### config.mk
export PLATFORM = sky130hd
export DESIGN_NAME = kij_pass_sequencer
export DESIGN_NICKNAME = d
export VERILOG_FILES = /design/src/rtl/kij_pass_sequencer.sv
export SDC_FILE = /design/constraint.sdc
export NUM_CORES = 1
export LEC_CHECK = 0
export ABC_AREA = 0
export BUFFER_PORTS_ARGS = -buffer_cell sky130_fd_sc_hd__buf_4
export CAP_MARGIN = 10
export CORE_UTILIZATION = 35
export CTS_CLUSTER_DIAMETER = 60
export DETAILED_ROUTE_END_ITERATION = 8
export GPL_TIMING_DRIVEN = 0
export PLACE_DENSITY = 0.64
export SLEW_MARGIN = 15
export SYNTH_ARGS = -nofsm -noshare
export SYNTH_HDL_FRONTEND = slang
export SYNTH_SLANG_ARGS = --single-unit
### constraint.sdc
create_clock -name clk -period 4.87 [get_ports clk]
set_input_delay 0.487 -clock clk [delete_from_list [all_inputs] [get_ports clk]]
set_output_delay 0.487 -clock clk [all_outputs]
set_load 0.05 [all_outputs]
### src/rtl/kij_pass_sequencer.sv
`default_nettype none
// ============================================================================
// kij_pass_sequencer - steps core inst through every kernel position (kij):
// weight SRAM->L0, L0->PE load, settle gap, execute, OFIFO drain to psum SRAM.
// Build option: KIJ_SEQ_WATCHDOG_EN adds a DRAIN stall watchdog + timeout.
// Rev 1.0
// ============================================================================
module kij_pass_sequencer #(
   parameter int ROW            = 8,
   parameter int COL            = 8,
   parameter int LEN_NIJ        = 36,
   parameter int IN_W           = 6,
   parameter int OUT_W          = 4,
   parameter int KW             = 3,
   parameter int ADDR_W         = 11,
   parameter int W_BASE         = 1024,
   parameter int PSUM_OC_STRIDE = 32,
   parameter int GAP_CYCLES     = 11
) (
   input  logic        clk,
   input  logic        reset,
   input  logic        start,
   input  logic        oc_group,
   input  logic        ofifo_valid,
   output logic [36:0] inst,
   output logic        busy,
   output logic        done,
   output logic [3:0]  cur_kij
`ifdef KIJ_SEQ_WATCHDOG_EN
   ,
   output logic        timeout
`endif
);

   localparam int CNT_W = 7;
   localparam int XY_W  = 4;
   localparam int DR_W  = 7;

   localparam logic [2:0] c_S_IDLE  = 3'd0;
   localparam logic [2:0] c_S_WL0   = 3'd1;
   localparam logic [2:0] c_S_WLOAD = 3'd2;
   localparam logic [2:0] c_S_GAP   = 3'd3;
   localparam logic [2:0] c_S_EXEC  = 3'd4;
   localparam logic [2:0] c_S_DRAIN = 3'd5;
   localparam logic [2:0] c_S_FLUSH = 3'd6;

   localparam logic [CNT_W-1:0] c_WL0_LAST   = CNT_W'(COL + 1);
   localparam logic [CNT_W-1:0] c_WLOAD_LAST = CNT_W'(COL + ROW);
   localparam logic [CNT_W-1:0] c_GAP_LAST   = CNT_W'(GAP_CYCLES - 1);
   localparam logic [CNT_W-1:0] c_EXEC_LAST  = CNT_W'(LEN_NIJ);
   localparam logic [CNT_W-1:0] c_FLUSH_LAST = CNT_W'(2);
   localparam logic [DR_W-1:0]  c_LEN        = DR_W'(LEN_NIJ);
   localparam logic [3:0]       c_KIJ_LAST   = 4'(KW * KW - 1);
   localparam logic [XY_W-1:0]  c_IN_LAST    = XY_W'(IN_W - 1);
   localparam logic [XY_W-1:0]  c_KW_LAST    = XY_W'(KW - 1);
   localparam logic [XY_W-1:0]  c_OUT_W      = XY_W'(OUT_W);
   localparam logic [36:0]      c_INST_IDLE  = 37'h1_000C_0000;

   logic [2:0]        r_state;
   logic [CNT_W-1:0]  r_cnt;
   logic [3:0]        r_kij;
   logic [XY_W-1:0]   r_kx;
   logic [XY_W-1:0]   r_ky;
   logic              r_oc;
   logic [DR_W-1:0]   r_drained;
   logic [XY_W-1:0]   r_nijx;
   logic [XY_W-1:0]   r_nijy;
   logic [36:0]       r_inst;
   logic              r_busy;
   logic              r_done;

   logic [2:0]        w_state_nxt;
   logic [CNT_W-1:0]  w_cnt_nxt;
   logic [3:0]        w_kij_nxt;
   logic              w_done_nxt;
   logic              w_to_nxt;
   logic              w_drain;
   logic [XY_W-1:0]   w_ox;
   logic [XY_W-1:0]   w_oy;
   logic              w_x_ok;
   logic              w_y_ok;
   logic              w_pvalid;
   logic [ADDR_W-1:0] w_apmem;
   logic [ADDR_W-1:0] w_wbase;
   logic [36:0]       w_inst_nxt;

   assign inst    = r_inst;
   assign busy    = r_busy;
   assign done    = r_done;
   assign cur_kij = r_kij;

   // Drained rows walk the input tile; shift by kernel offset to land on onij.
   assign w_drain  = ((r_state == c_S_EXEC) || (r_state == c_S_DRAIN)) && ofifo_valid
                     && (r_drained < c_LEN);
   assign w_ox     = r_nijx - r_kx;
   assign w_oy     = r_nijy - r_ky;
   assign w_x_ok   = (r_nijx >= r_kx) && (w_ox < c_OUT_W);
   assign w_y_ok   = (r_nijy >= r_ky) && (w_oy < c_OUT_W);
   assign w_pvalid = w_drain && w_x_ok && w_y_ok;
   assign w_apmem  = ADDR_W'(w_oy) * ADDR_W'(OUT_W) + ADDR_W'(w_ox)
                     + (r_oc ? ADDR_W'(PSUM_OC_STRIDE) : '0);
   assign w_wbase  = ADDR_W'(W_BASE) + ADDR_W'(w_kij_nxt) * ADDR_W'(COL);

`ifdef KIJ_SEQ_WATCHDOG_EN
   logic [9:0] r_wd;
   logic [9:0] w_wd_nxt;
   logic       r_timeout;

   assign timeout  = r_timeout;
   assign w_wd_nxt = (r_state != c_S_DRAIN) ? 10'd0 :
                     (ofifo_valid ? 10'd0 : r_wd + 10'd1);

   always_ff @(posedge clk or posedge reset) begin
      if (reset) begin
         r_wd      <= 10'd0;
         r_timeout <= 1'b0;
      end else begin
         r_wd      <= w_wd_nxt;
         r_timeout <= w_to_nxt;
      end
   end
`endif

   // State register
   always_ff @(posedge clk or posedge reset) begin
      if (reset) begin
         r_state <= c_S_IDLE;
         r_cnt   <= '0;
         r_kij   <= '0;
         r_busy  <= 1'b0;
         r_done  <= 1'b0;
         r_inst  <= c_INST_IDLE;
      end else begin
         r_state <= w_state_nxt;
         r_cnt   <= w_cnt_nxt;
         r_kij   <= w_kij_nxt;
         r_busy  <= (w_state_nxt != c_S_IDLE);
         r_done  <= w_done_nxt;
         r_inst  <= w_inst_nxt;
      end
   end

   // Next-state logic
   always_comb begin
      w_state_nxt = r_state;
      w_cnt_nxt   = r_cnt + 1'b1;
      w_kij_nxt   = r_kij;
      w_done_nxt  = 1'b0;
      w_to_nxt    = 1'b0;
      case (r_state)
         c_S_IDLE: begin
            w_cnt_nxt = '0;
            if (start) begin
               w_state_nxt = c_S_WL0;
               w_kij_nxt   = '0;
            end
         end
         c_S_WL0: if (r_cnt == c_WL0_LAST) begin
            w_state_nxt = c_S_WLOAD;
            w_cnt_nxt   = '0;
         end
         c_S_WLOAD: if (r_cnt == c_WLOAD_LAST) begin
            w_state_nxt = c_S_GAP;
            w_cnt_nxt   = '0;
         end
         c_S_GAP: if (r_cnt == c_GAP_LAST) begin
            w_state_nxt = c_S_EXEC;
            w_cnt_nxt   = '0;
         end
         c_S_EXEC: if (r_cnt == c_EXEC_LAST) begin
            w_state_nxt = c_S_DRAIN;
            w_cnt_nxt   = '0;
         end
         c_S_DRAIN: begin
            // Leave one cycle after the last row so its pmem write shows here.
            w_cnt_nxt = '0;
            if (r_drained == c_LEN) begin
               w_state_nxt = c_S_FLUSH;
            end
`ifdef KIJ_SEQ_WATCHDOG_EN
            else if (w_wd_nxt == 10'd512) begin
               w_state_nxt = c_S_IDLE;
               w_to_nxt    = 1'b1;
            end
`endif
         end
         c_S_FLUSH: if (r_cnt == c_FLUSH_LAST) begin
            w_cnt_nxt = '0;
            if (r_kij == c_KIJ_LAST) begin
               w_state_nxt = c_S_IDLE;
               w_done_nxt  = 1'b1;
            end else begin
               w_state_nxt = c_S_WL0;
               w_kij_nxt   = r_kij + 1'b1;
            end
         end
         default: begin
            w_state_nxt = c_S_IDLE;
            w_cnt_nxt   = '0;
         end
      endcase
   end

   // Output logic: inst for the upcoming cycle, plus this cycle's drain decision
   always_comb begin
      w_inst_nxt = c_INST_IDLE;
      case (w_state_nxt)
         c_S_WL0: begin
            w_inst_nxt[19]   = 1'b0;
            w_inst_nxt[17:7] = w_wbase + ((w_cnt_nxt == '0) ? '0 : ADDR_W'(w_cnt_nxt - 1'b1));
            w_inst_nxt[2]    = (w_cnt_nxt != '0);
         end
         c_S_WLOAD: begin
            w_inst_nxt[3] = 1'b1;
            w_inst_nxt[0] = (w_cnt_nxt != '0);
         end
         c_S_EXEC: begin
            w_inst_nxt[19]   = 1'b0;
            w_inst_nxt[17:7] = ADDR_W'(w_cnt_nxt);
            w_inst_nxt[3]    = 1'b1;
            w_inst_nxt[2]    = 1'b1;
            w_inst_nxt[1]    = (w_cnt_nxt != '0);
         end
         default: ;
      endcase
      if (w_drain) begin
         w_inst_nxt[6]  = 1'b1;
         w_inst_nxt[34] = (r_kij == '0);
         w_inst_nxt[33] = (r_kij != '0);
         if (w_pvalid) begin
            w_inst_nxt[32]    = 1'b0;
            w_inst_nxt[31]    = 1'b1;
            w_inst_nxt[30:20] = w_apmem;
         end
      end
   end

   // Drain position and kernel offset counters
   always_ff @(posedge clk or posedge reset) begin
      if (reset) begin
         r_oc      <= 1'b0;
         r_kx      <= '0;
         r_ky      <= '0;
         r_drained <= '0;
         r_nijx    <= '0;
         r_nijy    <= '0;
      end else if ((r_state == c_S_IDLE) && start) begin
         r_oc      <= oc_group;
         r_kx      <= '0;
         r_ky      <= '0;
         r_drained <= '0;
         r_nijx    <= '0;
         r_nijy    <= '0;
      end else if (r_state == c_S_FLUSH) begin
         r_drained <= '0;
         r_nijx    <= '0;
         r_nijy    <= '0;
         if (r_cnt == c_FLUSH_LAST) begin
            if (r_kx == c_KW_LAST) begin
               r_kx <= '0;
               r_ky <= r_ky + 1'b1;
            end else begin
               r_kx <= r_kx + 1'b1;
            end
         end
      end else if (w_drain) begin
         r_drained <= r_drained + 1'b1;
         if (r_nijx == c_IN_LAST) begin
            r_nijx <= '0;
            r_nijy <= r_nijy + 1'b1;
         end else begin
            r_nijx <= r_nijx + 1'b1;
         end
      end
   end

endmodule
`default_nettype wire

After elaboration in Yosys (flattened, before gate mapping)
Cells that the tools add are included.

Register bits: 72. Bits in latches: 0. Bits in writable memories: 0. Bits in read-only memories: 0. Input port bits: 5. Output and inout port bits: 43. Word-level logic and storage cells: 125. Memories: 0.

Add/subtract/negate cells: 14. Multipliers: 0. Div/mod/pow operators: 0. $lt $le $gt $ge: 5. Eq/ne operators: 18. Shift operators: 0. Muxes and demuxes: 52. Bitwise gates (word level): 0. Reduce and logical (&&, ||, !) cells: 24.

Operator list (count): $mux W4 (19); $mux W7 (8); $pmux W7 S5 (1); $pmux W11 S2 (1); $mux W3 (7); $pmux W3 S7 (1); $add A4 B1 Y4 const B (5); $mux W15 (1); $add A7 B1 Y7 const B (2); $eq A7 B4 Y1 const B (2); $eq A7 B6 Y1 const B (2); $mux W13 (1); $eq A3 B3 Y1 const B (4); $add A11 B11 Y11 (1); $add A11 B7 Y11 const A (1); $mux W11 (1); $eq A3 B2 Y1 const B (3); $mux W1 (9); $reduce_bool A3 Y1 (3); $add A7 B6 Y8 (1); $ge A4 B4 Y1 (2); $lt A4 B3 Y1 const B (2); $pmux W4 S2 (1); $sub A4 B4 Y4 (2); other kinds (22) (33).

Longest topological paths before layout
Gate-level depths: netlist of run 1.

Word-level depth: 8. Gate-level depth with buffers: 21. Gate-level depth less buffers: 20.

Worst setup path before layout of run 1
Ideal clock, no wire load.

Kind: flip-flop to flip-flop. From: reg r_cnt[0]. To: reg r_inst[17], in the netlist inst[17]. Setup time: 119 ps. Arrival time: 3878 ps. Data required time: 4751 ps. Path slack: 873 ps. Stages on the path, launching flop included: 21. Buffers on the path: 1. Period minus slack after synthesis: 3997 ps. Cell sequence: dfrtp_1 clkbuf_1 inv_1 ha_1 or3b_1 nor2_8 o22ai_4 nor2_1 or3_1 ha_1 o2111ai_1 nor2_1 or3_1 inv_1 ha_1 a21o_1 a21oi_1 nor2b_1 nor2_1 o211ai_1 and2_1.

Cells in the longest elaborated chain, start to end: 7. Elaborated cells on any way between the ends: 28. Those cells by class: add/sub: 4; eq/ne: 7; mux: 16; reduce/logical: 1.

Ends and longest elaborated chain: start, declared (RTL line 60) `logic [CNT_W-1:0] r_cnt;`; start signal, assigned (RTL line 135) `r_cnt <= w_cnt_nxt;`; $add A7 B1 Y7 (tied with other cells) (RTL line 146) `w_cnt_nxt = r_cnt + 1'b1;`; $mux W7 (on tied branches); $pmux W7 S5 (RTL line 150) `case (r_state)`; $sub A7 B1 Y8 / $logic_not A7 Y1 (equally long branches) (RTL line 210) `w_inst_nxt[17:7] = w_wbase + ((w_cnt_nxt == '0) ? '0 : ADDR_W'(w_cnt_nxt - 1'b1));`; $mux W11 (RTL line 210); $add A11 B11 Y11 (RTL line 210); $pmux W11 S2 * (RTL line 207) `case (w_state_nxt)`; named net w_inst_nxt[17] (RTL line 85) `logic [36:0] w_inst_nxt;`; end signal, assigned (RTL line 132) `r_inst <= c_INST_IDLE;`; end signal, assigned (RTL line 139) `r_inst <= w_inst_nxt;`; end, declared (RTL line 68) `logic [36:0] r_inst;`.

Mark *: on every way through the listed nets, which the timed path passes. The rest lies on a longest branch. A chain may end at the register's enable or synchronous reset.

Final worst setup path of run 1
Same ends and word-level chain as after synthesis.

==> metrics.md, run 1 <==
| Metric | Value |
|---|---|
| Status | `complete, no violations` |
| Final wirelength | `9190 um` |
| Placed cells | `608` |
| Inserted Diodes | `0` |
| Post-synth EDFFs | `0` |
| Worst Setup End Kind | `flip-flop` |
| Ys async rst share | `1.00` |
| Routed Antenna Nets | `0` |
| Final instance area | `4920 sq um` |
| Iteration-0 DRC Markers | `99` |
| Fin nets | `513` |
| CP max FO | `10` |
| Crit share post-route | `0.939` |
| Cell count after synthesis | `419` |
| DRC errors left | `0` |
| Clk_skew | `0.00796 ns` |
| Gr usage total | `0.171` |
| Syn_area_per_cell | `9.76 sq um` |
| # fillers | `1141` |
| Grt total ovfl | `0` |
| GP Congestion | `0.891` |
| Clock slew at reported path FFs | `0.06 ns` |
| Fin. Hold Viols | `0` |
| Largest net degree at the start of global routing | `49` |
| CTS buffer count | `9` |
| Crit path required time | `5.09 ns` |
| Synth Register Bits | `68` |
| Initial core utilization | `0.358` |
| Die width | `110 um` |
| Commonest cells post-synth | `dfrtp_1 (66), nor2_1 (40), inv_1 (39)` |
| WL/cell | `14.7 um` |
| Hpwl dp | `6750 um` |
| Site row count | `39` |
| Relative slew margins | `0.408` |
| Port-buffer cells | `38` |
| Layout cells sized above 1 | `0.191` |
| Non-Filler Instances | `624` |
| Max IR drop VDD | `0.000186 V` |
| Via count | `3219` |
| Maximum clock rate | `219 MHz` |
| CP startpoint kind | `flip-flop` |
| Area growth syn-to-layout | `20.3%` |
| Vias per cell | `5.16` |
| Clk root buf | `clkbuf_16` |
| Fin. max-slew vios | `0` |
| Leak Pwr | `2.34 nW` |
| Synth top area cells | `dfrtp_1 (40%), ha_1 (8.6%), nor2_1 (3.7%), inv_1 (3.6%), xnor2_1 (3.2%)` |
| Core ar. | `11400 sq um` |
| Post-synthesis cell type count | `69` |
| Number of global-route vias before repair | `3228` |
| Synth top area share | `0.404` |
| Critical path type | `flip-flop to flip-flop` |
| Biggest area consumer among synthesized cells | `dfrtp_1` |
| Num ports | `48` |
| Vert. Die Dim | `110 um` |
| Register area share after synthesis | `0.417` |
| MaxCap Viol Count | `0` |
| First-pass DRT Iterations | `5` |
| Slew @ Worst Pin | `0.888 ns` |
| Most common cell in the synthesized netlist | `dfrtp_1` |
| H-tree levels | `3` |
| Max Root-Sink Buffers | `2` |
| Type of the tightest min-delay check | `primary input to asynchronous set/reset pin` |
| Die ar. | `12100 sq um` |
| CTS tree | `yes` |
| Clk Latency, worst-skew pair | `0.33 ns` |
| Ys Warns | `0` |
| Clock sinks | `68` |
| Crit path DAT | `4.79 ns` |
| Mapped Area | `4090 sq um` |
| Tmin final | `4.57 ns` |
| Top FF cell, synth | `dfrtp_1` |
| Dpl cell area | `4610 sq um` |
| First-pass GRT wire length | `15800 um` |
| Final setup viols | `0` |
| Power Density | `316 nW/um^2` |
| Initial antenna violation count | `0` |
| Final setup TNS | `0 ns` |
[critical path, stage by stage (launching register included)]
cell,delay (ns)
dfrtp_1,0.37
clkbuf_2,0.24
inv_1,0.09
ha_1,0.20
nor3b_1,0.16
a41oi_1,0.34
a211o_1,0.29
nor2_4,0.10
or3_1,0.35
ha_1,0.27
o2111ai_1,0.32
nor2_1,0.07
or3_1,0.43
inv_1,0.07
ha_1,0.22
a21o_1,0.17
a21oi_1,0.24
nor2b_1,0.08
nor2_1,0.11
o211ai_1,0.13
and2_1,0.22
[cells in the final DEF, fill, tap and decap left out, types with 3 or more instances in the layout]
cell type  count
or3_1          5
nor2b_1        6
xor2_1        14
a31oi_1        4
nand2b_1       3
xnor2_1       15
buf_4         48
a21oi_1       16
conb_1         9
nor2_1        39
clkbuf_16      9
fa_1           4
o21ai_0       18
clkinv_2       3
and3_1         6
ha_1          28
nand4_1       11
o22ai_1        6
buf_2          6
nor3_1         6
nand2_1       23
inv_1         38
dfrtp_1       66
clkbuf_1       4
nand3b_1       4
nor4b_1        3
and2_1         4
nand3_1       14
a21o_1         7
[through the flow]
| step | worst slack [ns] | power [mW] | hold WS, ns | utilization |
|---|---|---|---|---|
| after floorplan | 0.873 | 0.869 | 0.469 | - |
| after global placement | 0.281 | 0.916 | 0.502 | 0.401 |
| after detailed placement | 0.217 | 0.935 | 0.468 | 0.404 |
| after CTS | 0.175 | 1.57 | 0.114 | 0.429 |
| after global routing | -0.0228 | 1.65 | 0.129 | 0.431 |
| final | 0.297 | 1.55 | 0.105 | 0.431 |
[area by class of cell]
| type | instances | area (sq um) | area share |
|---|---|---|---|
| sequential | 68 | 1700 | 0.346 |
| multi-input combinational | 297 | 2150 | 0.437 |
| tap | 143 | 179 | 0.0364 |
| clock inverter | 5 | 52.6 | 0.0107 |
| clock buffer | 11 | 233 | 0.0473 |
| inverter | 41 | 159 | 0.0323 |
| buffer | 20 | 129 | 0.0262 |
| timing repair buffer | 39 | 313 | 0.0636 |
[metal layers]
layer  wire (um)  global-route usage  vias to the layer above
met3         388              0.0312                       14
met4         160              0.0658                        0
met2        4640               0.298                       84
met5           0                   0                        -
li1            -                   -                     1561
met1        4000               0.209                     1560
[path summary, 6_finish.rpt]
path	start	to	slack (ns)	cells past startpoint
worst max-delay path	r_cnt[0]	inst[17]	0.30	20
worst min register to register	r_oc	r_oc	0.52	1
min in group clk	oc_group	r_oc	0.38	2
max in group asynchronous	reset	inst[19]	4.18	3
worst min-delay path	reset	done	0.11	2
worst max register to register	r_cnt[0]	inst[17]	0.30	20
[sequential cells by signal (all words and copies together), names as in the netlist, 3 cells and up]
| register | count |
|---|---|
| inst | 28 |
| r_kx | 4 |
| r_drained | 7 |
| r_nijy | 4 |
| r_state | 3 |
| r_ky | 4 |
| r_cnt | 7 |
| r_nijx | 4 |
| cur_kij | 4 |
[logic make-up (layout without fill, tap and decap cells)]
| group | after synthesis | after routing | share of synthesized area |
|---|---|---|---|
| compound gates | 83 | 83 | 0.146 |
| xor+xnor | 29 | 29 | 0.0621 |
| fa+ha+maj | 32 | 32 | 0.105 |
| buf+inv | 61 | 116 | 0.0694 |
| flops | 68 | 68 | 0.417 |
| mux | 2 | 2 | 0.00520 |
| other cells | 2 | 9 | 0.00184 |
| simple gates | 142 | 142 | 0.193 |
[where the power goes]
group          switching (mW)  internal [mW]  leakage [nW]
sequential             0.0451          0.602         0.836
clock                   0.237          0.394         0.139
combinational           0.156          0.121          1.36
[repair_timing]
action                     in CTS  in global routing
hold buffers                    0                  0
buffers inserted                0                  0
hold endpoints to repair        0                  0
setup endpoints to repair       0                  6
resized for setup               0                  6
(Power assumes the default switching activity.)
==> run 2, diff against run 1 <==
--- a/config.mk
+++ b/config.mk
@@ -13,6 +13,7 @@
 export DETAILED_ROUTE_END_ITERATION = 8
 export GPL_TIMING_DRIVEN = 0
 export PLACE_DENSITY = 0.64
+export RECOVER_POWER = 100
 export SLEW_MARGIN = 15
 export SYNTH_ARGS = -nofsm -noshare
 export SYNTH_HDL_FRONTEND = slang
==> run 2 against run 1 <==
Compared with the run above:
- the run now ends with max-capacitance violations, max-slew violations left
- utilization shrank 1.5 points
- fmax grew 0.61%
- first-iteration DRC count shrank 7.1%
- setup slack gained 0.028 ns
- worst hold slack gained 0.19 ns
- via count shrank 0.25%
- critical path type unchanged
- largest power group unchanged
==> metrics.md, run 2 (synthesis results as in run 1) <==
| Metric | Value |
|---|---|
| DRC errors left | `0 (unchanged)` |
| Inserted Diodes | `0 (unchanged)` |
| Max IR drop VDD | `0.000185 V (-0.34%)` |
| Non-Filler Instances | `624 (unchanged)` |
| R2r setup slk | `0.32 ns (+0.03 ns)` |
| Clock power frac | `0.407 (about the same)` |
| Slew @ Worst Pin | `2.53 ns (+1.64 ns)` |
| Relative slew margins | `-0.688 (-1.10)` |
| Reg power frac | `0.417 (about the same)` |
| Hold WS | `0.292 ns (+0.187 ns)` |
| Tmin final | `4.55 ns (-0.0277 ns)` |
| Worst path cell trace | `clkbuf_2 -> inv_1 -> ha_1 -> nor3b_1 -> a41oi_1 -> a211o_1 -> nor2_4 -> or3_1 -> ha_1 -> o2111ai_1 -> nor2_1 -> or3_1 -> inv_1 -> ha_1 -> a21o_1 -> a21oi_1 -> nor2b_1 -> nor2_1 -> o211ai_1 -> and2_1` |
| Crit path from | `r_cnt[0]` |
| Vert. Die Dim | `110 um (unchanged)` |
| Pre-CTS setup slack | `0.217 ns (unchanged)` |
| Clk Latency, worst-skew pair | `0.33 ns (about the same)` |
| Via count | `3211 (-0.25%)` |
| Iteration-0 DRC Markers | `92 (-7.1%)` |
| Worst setup margin | `0.325 ns (+0.0277 ns)` |
| MaxCap Viol Count | `1 (+1)` |
| Crit path required time | `5.09 ns (about the same)` |
| Grt total ovfl | `0 (unchanged)` |
| # fillers | `1187 (+4.0%)` |
| Clock slew at reported path FFs | `0.06 ns (about the same)` |
| Final setup TNS | `0 ns (unchanged)` |
| Clk root buf | `clkbuf_16` |
| First-pass GRT wire length | `15800 um (unchanged)` |
| P_sw | `0.437 mW (-0.19%)` |
| Final wirelength | `9210 um (+0.24%)` |
| Max Root-Sink Buffers | `2 (unchanged)` |
| Critical path type | `flip-flop to flip-flop` |
| Largest net degree at the start of global routing | `49 (unchanged)` |
| Vias per cell | `5.15 (-0.25%)` |
| Number of global-route vias before repair | `3228 (unchanged)` |
| Most frequent cells in the layout | `dfrtp_1 (66), clkbuf_1 (41), nor2_1 (39)` |
| GP Congestion | `0.891 (unchanged)` |
| R2R depth | `20 (unchanged)` |
| Area growth syn-to-layout | `16.2%` |
| WL/cell | `14.8 um (+0.24%)` |
| CP startpoint kind | `flip-flop` |
| Gr usage total | `0.171 (unchanged)` |
| Core ar. | `11400 sq um (unchanged)` |
| Die ar. | `12100 sq um (unchanged)` |
| Fin nets | `513 (unchanged)` |
| First-pass DRT Iterations | `4 (-1)` |
| Worst Setup End Kind | `flip-flop` |
| Site row count | `39 (unchanged)` |
| Worst R2R Start | `r_cnt[0]` |
| H-tree levels | `3 (unchanged)` |
| Power Density | `326 nW/um^2 (+3.2%)` |
| Initial antenna violation count | `0 (unchanged)` |
| Fin. max-slew vios | `49 (+49)` |
| Int Power | `1.11 mW (-0.32%)` |
| Maximum clock rate | `220 MHz (+0.61%)` |
| Comb power frac | `0.176 (-0.002)` |
| Layout cells sized above 1 | `0.112 (-0.0790)` |
| Initial core utilization | `0.358 (unchanged)` |
| Num ports | `48 (unchanged)` |
| Net Sw Frac | `0.282 (about the same)` |
| CTS buffer count | `9 (unchanged)` |
| Crit path DAT | `4.77 ns (-0.02 ns)` |
| CP max-delay cell | `or3_1` |
| CTS tree | `yes` |
| Type of the tightest min-delay check | `primary input to asynchronous set/reset pin` |
| Die width | `110 um (unchanged)` |
| Leak Pwr | `2.18 nW (-6.6%)` |
| Most used cell, CP | `ha_1` |
| Status | `finished with violations` |
| Clk_skew | `0.00880 ns (+0.000846 ns)` |
| Post-CTS Hold Fix Bufs | `0 (unchanged)` |
| Worst reg2reg endpoint | `inst[17]` |
| Fin. Hold Viols | `0 (unchanged)` |
| CP max FO | `10 (unchanged)` |
| Crit share post-route | `0.933 (-0.00568)` |
| Final total power | `1.55 mW (-0.28%)` |
| Setup bufs post-CTS | `0 (unchanged)` |
| Hpwl dp | `6750 um (unchanged)` |
| Clock sinks | `68 (unchanged)` |
| Routed Antenna Nets | `0 (unchanged)` |
| Violated checks | `max-capacitance violations, max-slew violations` |
| Port-buffer cells | `38 (unchanged)` |
| Final setup viols | `0 (unchanged)` |
| Most common cell after layout, fill and taps aside | `dfrtp_1` |
| Crit-path max cell delay | `0.43 ns (about the same)` |
| Number of flip-flops in the largest register | `28 (unchanged)` |
| Placed cells | `608 (unchanged)` |
-- run 2: per-stage QoR --
step,instance area (sq um),utilization
2_1_floorplan,4120,-
3_3_place_gp,4580,0.401
3_5_place_dp,4610,0.404
4_1_cts,4900,0.429
5_1_grt,4750,0.416
6_report,4750,0.416
-- run 2: cell type report --
cell class	instances	area, sq um	share of cell area
clock inverter	5	52.6	0.0111
clock buffer	11	233	0.0489
timing repair buffer	39	161	0.0339
sequential	68	1700	0.358
buffer	20	126	0.0266
multi-input combinational	297	2140	0.450
inverter	41	158	0.0332
tap	143	179	0.0376
-- run 2: per-layer routing --
| metal | GRT usage | share of wire | vias up |
|---|---|---|---|
| li1 | - | - | 1565 |
| met1 | 0.209 | 0.44 | 1565 |
| met2 | 0.298 | 0.50 | 70 |
| met3 | 0.0312 | 0.038 | 11 |
| met4 | 0.0658 | 0.017 | 0 |
| met5 | 0 | 0 | - |
-- run 2: worst max-delay path: cells and delay by family, from the launching register on --
family                   cells  cell delay, ns
AO/OA/AOI/OAI                6            1.47
AND/OR/NAND/NOR              8            1.50
buffers and inverters        3            0.40
adder cells (fa/ha/maj)      3            0.69
flip-flops                   1            0.37
-- run 2: repair_timing --
item,CTS,global route
endpoints found under the setup margin,0,6
resized for setup,0,6
endpoints found under the hold margin,0,0
-- run 2: how the worst max path moves through the flow --
stage | endpoint | slack (ns) | cells past startpoint
floorplan | inst[17] | 0.87 | 20
global placement | inst[14] | 0.28 | 21
detailed placement | inst[14] | 0.22 | 21
CTS | inst[14] | 0.18 | 21
global route | inst[17] | -0.02 | 20
finish | inst[17] | 0.32 | 20
-- run 2: power by group through the flow --
| stage | Combinational, mW | Clock (mW) | Sequential, mW |
|---|---|---|---|
| after floorplan | 0.219 | 0 | 0.649 |
| after global placement | 0.261 | 0 | 0.655 |
| after detailed placement | 0.279 | 0 | 0.656 |
| after CTS | 0.281 | 0.646 | 0.647 |
| after global routing | 0.320 | 0.671 | 0.655 |
| final | 0.273 | 0.631 | 0.647 |
